[config.mk]
export PLATFORM = sky130hd
export DESIGN_NAME = uart_cmd_rx
export DESIGN_NICKNAME = d
export VERILOG_FILES = /design/src/rtl/uart_cmd_rx.sv
export SDC_FILE = /design/constraint.sdc
export NUM_CORES = 1
export LEC_CHECK = 0
export CORE_MARGIN = 2
export CORE_UTILIZATION = 40
export DETAILED_ROUTE_END_ITERATION = 8
export GPL_TIMING_DRIVEN = 0
export PLACE_DENSITY_LB_ADDON = 0.3
export SLEW_MARGIN = 0
export SYNTH_ARGS = -nofsm -noshare
export SYNTH_HDL_FRONTEND = slang
export SYNTH_SLANG_ARGS = --single-unit
[constraint.sdc]
create_clock -name clk -period 4.4 [get_ports clk]
set_input_delay 0.44 -clock clk [delete_from_list [all_inputs] [get_ports clk]]
set_output_delay 0.44 -clock clk [all_outputs]
set_load 0.1 [all_outputs]
[src/rtl/uart_cmd_rx.sv]
// UART 8N1 command receiver: assembles 5-byte frames (header + 32-bit little-endian argument)
// and presents them on a valid/ready command interface with framing, timeout and overrun reporting.
module uart_cmd_rx #(
  parameter int CLKS_PER_BIT = 434,
  parameter int TIMEOUT_BITS = 20
) (
  input  logic        clk,
  input  logic        reset,
  input  logic        uart_rx,
  output logic [2:0]  cmd,
  output logic [31:0] cmd_arg0,
  output logic        cmd_valid,
  input  logic        cmd_ready,
  output logic        frame_err,
  output logic        overrun
);

  localparam int CW = $clog2(CLKS_PER_BIT);
  localparam int TW = $clog2(TIMEOUT_BITS + 1);
  localparam logic [CW-1:0] HALF_M1 = CW'(CLKS_PER_BIT / 2 - 1);
  localparam logic [CW-1:0] FULL_M1 = CW'(CLKS_PER_BIT - 1);
  localparam logic [TW-1:0] TO_M1   = TW'(TIMEOUT_BITS - 1);

  typedef enum logic [1:0] {RX_IDLE, RX_START, RX_DATA, RX_STOP} rx_state_t;
  typedef enum logic [2:0] {FA_HUNT, FA_ARG0, FA_ARG1, FA_ARG2, FA_ARG3} fa_state_t;

  logic          rx_meta_r, rx_sync_r, rx_prev_r;
  rx_state_t     rx_state_r, rx_state_s;
  logic [CW-1:0] baud_cnt_r, baud_cnt_s;
  logic [2:0]    bit_cnt_r, bit_cnt_s;
  logic [7:0]    shift_r, shift_s;
  logic          byte_done_s, stop_err_s;
  fa_state_t     fa_state_r, fa_state_s;
  logic [2:0]    opcode_r, opcode_s;
  logic [31:0]   arg_r, arg_s;
  logic          hdr_err_s, frame_done_s, timeout_s;
  logic [CW-1:0] tick_cnt_r;
  logic [TW-1:0] idle_bits_r;

  // Line synchronizer, edge history and state registers
  always_ff @(posedge clk) begin
    if (!reset) begin
      rx_meta_r  <= 1'b1;
      rx_sync_r  <= 1'b1;
      rx_prev_r  <= 1'b1;
      rx_state_r <= RX_IDLE;
      baud_cnt_r <= {CW{1'b0}};
      bit_cnt_r  <= 3'd0;
      shift_r    <= 8'h00;
      fa_state_r <= FA_HUNT;
      opcode_r   <= 3'd0;
      arg_r      <= 32'h0000_0000;
    end else begin
      rx_meta_r  <= uart_rx;
      rx_sync_r  <= rx_meta_r;
      rx_prev_r  <= rx_sync_r;
      rx_state_r <= rx_state_s;
      baud_cnt_r <= baud_cnt_s;
      bit_cnt_r  <= bit_cnt_s;
      shift_r    <= shift_s;
      fa_state_r <= fa_state_s;
      opcode_r   <= opcode_s;
      arg_r      <= arg_s;
    end
  end

  // Byte receiver: mid-bit sampling timed from the synchronized falling edge
  always_comb begin
    rx_state_s  = rx_state_r;
    baud_cnt_s  = baud_cnt_r + CW'(1);
    bit_cnt_s   = bit_cnt_r;
    shift_s     = shift_r;
    byte_done_s = 1'b0;
    stop_err_s  = 1'b0;
    case (rx_state_r)
      RX_IDLE: begin
        baud_cnt_s = {CW{1'b0}};
        if (rx_prev_r && !rx_sync_r) begin
          rx_state_s = RX_START;
          bit_cnt_s  = 3'd0;
        end else begin
          rx_state_s = RX_IDLE;
        end
      end
      RX_START: begin
        if (baud_cnt_r == HALF_M1) begin
          baud_cnt_s = {CW{1'b0}};
          rx_state_s = rx_sync_r ? RX_IDLE : RX_DATA;
        end else begin
          rx_state_s = RX_START;
        end
      end
      RX_DATA: begin
        if (baud_cnt_r == FULL_M1) begin
          baud_cnt_s = {CW{1'b0}};
          shift_s    = {rx_sync_r, shift_r[7:1]};
          if (bit_cnt_r == 3'd7) begin
            rx_state_s = RX_STOP;
          end else begin
            bit_cnt_s = bit_cnt_r + 3'd1;
          end
        end else begin
          rx_state_s = RX_DATA;
        end
      end
      RX_STOP: begin
        if (baud_cnt_r == FULL_M1) begin
          rx_state_s  = RX_IDLE;
          byte_done_s = rx_sync_r;
          stop_err_s  = !rx_sync_r;
        end else begin
          rx_state_s = RX_STOP;
        end
      end
      default: rx_state_s = RX_IDLE;
    endcase
  end

  // Inter-byte idle timer; frozen whenever a byte is on the wire or no frame is open
  always_ff @(posedge clk) begin
    if (!reset || byte_done_s || rx_state_r != RX_IDLE || fa_state_r == FA_HUNT) begin
      tick_cnt_r  <= {CW{1'b0}};
      idle_bits_r <= {TW{1'b0}};
    end else if (tick_cnt_r == FULL_M1) begin
      tick_cnt_r  <= {CW{1'b0}};
      idle_bits_r <= idle_bits_r + TW'(1);
    end else begin
      tick_cnt_r  <= tick_cnt_r + CW'(1);
    end
  end

  // Frame assembler: header match, little-endian argument collection, abort paths
  always_comb begin
    fa_state_s   = fa_state_r;
    opcode_s     = opcode_r;
    arg_s        = arg_r;
    hdr_err_s    = 1'b0;
    frame_done_s = 1'b0;
    timeout_s    = (fa_state_r != FA_HUNT) && (rx_state_r == RX_IDLE) &&
                   (tick_cnt_r == FULL_M1) && (idle_bits_r == TO_M1);
    if (stop_err_s || timeout_s) begin
      fa_state_s = FA_HUNT;
    end else if (byte_done_s) begin
      case (fa_state_r)
        FA_HUNT: begin
          if (shift_r[7:3] == 5'b10100) begin
            opcode_s   = shift_r[2:0];
            fa_state_s = FA_ARG0;
          end else begin
            hdr_err_s  = 1'b1;
          end
        end
        FA_ARG0: begin arg_s[7:0]   = shift_r; fa_state_s = FA_ARG1; end
        FA_ARG1: begin arg_s[15:8]  = shift_r; fa_state_s = FA_ARG2; end
        FA_ARG2: begin arg_s[23:16] = shift_r; fa_state_s = FA_ARG3; end
        FA_ARG3: begin
          arg_s[31:24] = shift_r;
          frame_done_s = 1'b1;
          fa_state_s   = FA_HUNT;
        end
        default: fa_state_s = FA_HUNT;
      endcase
    end else begin
      fa_state_s = fa_state_r;
    end
  end

  // Command holding register with handshake, overrun and error pulses
  always_ff @(posedge clk) begin
    if (!reset) begin
      cmd       <= 3'd0;
      cmd_arg0  <= 32'h0000_0000;
      cmd_valid <= 1'b0;
      frame_err <= 1'b0;
      overrun   <= 1'b0;
    end else begin
      frame_err <= stop_err_s | hdr_err_s | timeout_s;
      overrun   <= 1'b0;
      if (frame_done_s) begin
        if (!cmd_valid || cmd_ready) begin
          cmd       <= opcode_r;
          cmd_arg0  <= arg_s;
          cmd_valid <= 1'b1;
        end else begin
          overrun   <= 1'b1;
        end
      end else if (cmd_valid && cmd_ready) begin
        cmd_valid <= 1'b0;
      end else begin
        cmd_valid <= cmd_valid;
      end
    end
  end

endmodule

# --- After elaboration in Yosys (flattened, before gate mapping) ---
# Index checks and enable logic that the tools add are counted.
totals:
  reg_bits: 115
  input_bits: 4
  output_inout_bits: 38
  elab_cells: 109
op_classes:
  add_sub_neg: 4
  n_eq_ne: 19
  muxes: 37
  bitwise: 4
  n_reduce_logical: 28
op_table:
  columns: ["op", "count"]
  rows:
  - ["2-to-1 mux 32 bit", 2]
  - ["2-to-1 mux 8 bit", 4]
  - ["one-hot mux 9 bit (3 select lines)", 1]
  - ["adder 9 x 1 -> 9 bit (second input constant)", 2]
  - ["equality test 9 bit (second input constant)", 2]
  - ["2-to-1 mux 9 bit", 2]
  - ["2-to-1 mux 1 bit", 16]
  - ["2-to-1 mux 3 bit", 4]
  - ["one-hot mux 3 bit (4 select lines)", 1]
  - ["equality test 5 bit (second input constant)", 2]
  - ["2-to-1 mux 2 bit", 5]
  - ["AND reduction 2 bit", 5]
  - ["equality test 9 x 8 -> 1 bit (second input constant)", 1]
  - ["one-hot mux 2 bit (4 select lines)", 1]
  - ["AND reduction 4 bit", 2]
  - ["equality test 3 x 2 -> 1 bit (second input constant)", 2]
  - ["equality test 3 bit (second input constant)", 2]
  - ["!= test 2 bit (second input constant)", 3]
  - ["one-hot mux 3 bit (2 select lines)", 1]
  - ["nonzero test 2 bit", 3]
  - ["adder 5 x 1 -> 5 bit (second input constant)", 1]
  - ["logical AND 1 bit", 5]
  - ["logical OR 1 bit", 5]
  - ["equality test 2 bit (second input constant)", 2]
  - ["other kinds (12)", 18]

# --- Longest topological paths before layout ---
logic_depth:
  word_depth: 8
  mapped_depth: 9
  ltp_nobuf: 6

# --- Worst setup path after synthesis ---
# OpenSTA, ideal clock, no wires.
synth_path:
  path_type: "register -> register"
  start: "reg cmd_valid"
  end: "reg cmd_arg0[20]"
  setup_ps: 86
  arrival_ps: 2099
  setup_slack_ps: 2215
  stages_incl_launch_ff: 7
  period_less_slack_ps: 2185
  path_cell_list: "dfxtp_1 nand2b_1 and4bb_2 and2_1 buf_4 buf_2 a211oi_1"
synth_between:
  elab_chain_len: 3
synth_lines:
  columns: ["element", "line", "text"]
  rows:
  - ["from (decl)", "12", "output logic cmd_valid,"]
  - ["from (signal assigned)", "190", "cmd_valid <= cmd_valid;"]
  - ["zero test 1 bit", "180", "if (!cmd_valid || cmd_ready) begin"]
  - ["logical OR 1 bit", "180", null]
  - ["AND reduction 2 bit (no source line)", null, null]
  - ["to (signal assigned)", "182", "cmd_arg0 <= arg_s;"]
  - ["to (decl)", "11", "output logic [31:0] cmd_arg0,"]
# No other way between the ends.
# A chain may end at the register's enable or synchronous reset.

# --- Final worst setup path ---
layout_path:
  start: "reg cmd_arg0[15]"
  end: "out cmd_arg0[15]"
# No word-level cell between the ends.

==> results.md <==
- Run status: completed
- Hold_buf cts: 0
- Post-CTS Setup Inserts: 0
- Hold Crit Class: input pin to flip-flop
- # setup viols final: 0
- H-tree Lvls: 3
- Number of synthesized flops with an enable pin: 0
- Area contributors post-synth: dfxtp_1 47%, mux2i_1 4.9%, a21oi_1 4.3%
- All-Layer GR Usage: between 10% and 20%
- CP required: 3960 ps
- Remaining DRCs: 0
- IO Port Bufs: 40
- Post-Syn Instances: 494
- Post-route minimum period: around 2300 ps
- Psw: around 0.39 mW
- First-iteration detailed-routing DRC count: between 100 and 150
- CP max FO: 2
- Comb power frac: between 1.5 and 2%
- Final Util: between 40% and 50%
- Post-synth top flop: dfxtp_1
- Seq cells post-synth: roughly 110
- First-pass GRT wire length: ~16 mm
- CTS max path bufs: 2
- Worst Path Arrival: 1850 ps
- CP Cell Sequence: clkdlybuf4s50_1
- TNS Setup: 0 ps
- Routed vias/inst: between 5 and 6
- Reg clk slew, reported paths: 70 ps
- Die width: between 100 and 150 µm
- CTS Buf Count: 9
- Pleak: a little under 2 nW
- Initial Util: 41.3%
- Area grow syn2layout: 19.3%
- Routability cong.: approximately 0.79
- Flop2flop setup slack: 2410 ps
- FFs w/ async S/R, synth: 0%
- Clock Tree Root: clkbuf_16
- FF-to-FF End: cmd[1]
- Overall power consumption: ~1.8 mW
- Final HPWL DP: 7.18 mm
- Initial antenna violation count: 0
- Critical path class: flip-flop to primary output
- Final clock skew: just over 9 ps
- Register-to-Register Path Depth: 6
- Share of cells above drive strength 1: ~11%
- Sequential Power Share: 53.5%
- Wirelength, routed: between 9 and 10 mm
- Core region area: roughly 11000 µm²
- Clock share of power: 44.9%
- Sequential-to-total area share from yosys stat: roughly 47%
- Hold path startpoint: reset
- Worst VDD drop: 0.191 mV
- Final ANT Viol Nets: 0
- Slew margin rel.: 35.0%
- Largest delay contributor family on the critical path: buffers and inverters
- Non-filler cells, final: approximately 690
- Net Sw Frac: a little over a fifth
- N_diodes: 0
- Pre-antenna DRT Iters: 4
- P_int: roughly 1.4 mW
- Critical path depth: 1
- Vias in the first global route: between 3000 and 4000
- Tightest Pin Transition: 971 ps
- Cell area power density: between 300 and 400 nW/µm²
- Die Footprint: 12200 µm²
- Synthesis warning total: 0
- Cell Area, Synth: 4510 µm²
- CP Capture Type: primary output
- Layout net count: roughly 560
- Final Hold Vio Count: 0
- Fmax: approximately 440 MHz
- CTS tree: yes
- Largest net degree at the start of global routing: 19
- Latest clock arrival within the worst-skew pair: 350 ps
- Cells resized by post-CTS repair: 0
- Startpoint types: flip-flop
- Rows: 38
- IO Count: 42
- CTS Sinks: roughly 110
- WL/cell: about 14 µm
- Post-synth top area cell: dfxtp_1
- Hold depth: 2
- Hold EP: rx_meta_r
- Final period utilization: between 50% and 60%
- DP Cell Count: slightly below 700
- Avg Inst Size Synth: ~9.1 µm²
- Share of the synthesized area in the top cell type: between 40% and 50%
- RR Startpoint: rx_state_r[0]
- Distinct cells, synth: 62
- Mapped Nets: between 500 and 600
- Die H: 110 µm
- RSZ-0062 raised after global routing: false
- WHS: roughly 310 ps
- Critical Path Max Stage Delay: roughly 1100 ps
- GRT overflow: 0
- Max_cap viols: 0
- Critical-path top delay cell: clkdlybuf4s50_1
- Slew Limit Fails: 0
- Buf/Inv on CP: 1
- Routed vias: about 3600
power by group through the flow:
stage | Combinational [mW] | Sequential [mW] | Clock, mW
after floorplan | 0.0183 | 0.992 | 0
after global placement | 0.0280 | 0.992 | 0
after detailed placement | 0.0283 | 0.992 | 0
after CTS | 0.0285 | 0.969 | 0.828
after global routing | 0.0310 | 0.970 | 0.866
final | 0.0285 | 0.970 | 0.813
area by class of cell:
cell class,instances,area [µm²]
multi-input cells,341,2150
fillers,1060,5550
well taps,140,175
clock inverters,6,72.6
clock buffers,9,225
plain buffers,37,191
repair buffers,40,400
flip-flops and latches,107,2140
inverters,9,33.8
cell usage after synthesis (all sizes together) (2+ instances only):
cell type,instances
a211oi,16
inv,9
or3,3
xnor2,11
or4b,2
nor4,7
nand2b,5
nand4,8
nand4b,2
and4,4
nor3,4
a21oi,39
ha,8
and3,3
dfxtp,107
clkbuf,18
nand3,32
o22ai,9
or2,2
a21o,2
nand2,61
o21ai,22
mux2i,22
buf,18
xor2,6
and2,3
nor2,48
nor3b,2
o21a,2
logic make-up (layout without fill, tap and decap cells):
logic type               count (synthesis)  in the layout  synth area share, %
AO/OA/AOI/OAI                           98             98                 13.0
adder cells (fa/ha/maj)                  8              8                 2.22
AND/OR/NAND/NOR                        195            195                 23.9
XOR/XNOR                                17             17                 3.30
buffers and inverters                   46            101                 4.99
flip-flops                             107            107                 47.5
multiplexers                            23             23                 5.13
how the worst max path moves through the flow:
| stage | start | end | slack, ps |
|---|---|---|---|
| 2_1_floorplan | cmd_valid | cmd_arg0[20] | 2220 |
| 3_3_place_gp | cmd_ready | cmd_arg0[22] | 2240 |
| 3_5_place_dp | cmd_ready | cmd_arg0[23] | 2190 |
| 4_1_cts | cmd_arg0[15] | cmd_arg0[15] | 2110 |
| 5_1_grt | cmd_arg0[27] | cmd_arg0[27] | 2060 |
| 6_report | cmd_arg0[15] | cmd_arg0[15] | 2110 |
metrics by stage:
step / cell area [µm²] / setup WS, ps
4_1_cts: 5390 / 2110
6_report: 5390 / 2110
3_3_place_gp: 5090 / 2240
3_5_place_dp: 5090 / 2190
2_1_floorplan: 4510 / 2220
5_1_grt: 5390 / 2060
metal layers:
metal  routed length (µm)  track usage [%]  up-vias
met1                 4350             21.1     1669
li1                     -                -     1838
met4                  150             6.61        0
met3                  408             3.35        9
met2                 4920             29.5       70
met5                    0                0        -
flip-flops by register name, indices dropped and copies added (netlist names):
register / cells
frame_err: 1
tick_cnt_r: 9
opcode_r: 3
bit_cnt_r: 3
arg_r: 24
cmd_arg0: 32
cmd: 3
rx_sync_r: 1
baud_cnt_r: 9
fa_state_r: 3
rx_meta_r: 1
overrun: 1
cmd_valid: 1
idle_bits_r: 5
shift_r: 8
rx_state_r: 2
rx_prev_r: 1
layout by cell type, fill, tap and decap left out, types with 8 or more instances in the layout:
cell type,Yosys,routed
nor2_1,47,47
inv_1,9,9
nand3_1,32,32
o21ai_1,9,9
clkbuf_1,17,17
dfxtp_1,107,107
a21oi_1,39,39
buf_2,13,13
xnor2_1,11,11
o22ai_1,9,9
a211oi_1,16,16
clkdlybuf4s50_1,0,40
ha_1,8,8
nand2_1,52,52
clkbuf_16,0,9
mux2i_1,22,22
o21ai_0,13,13
nand2_2,9,9
No activity file was read; power rests on OpenSTA's default activity.
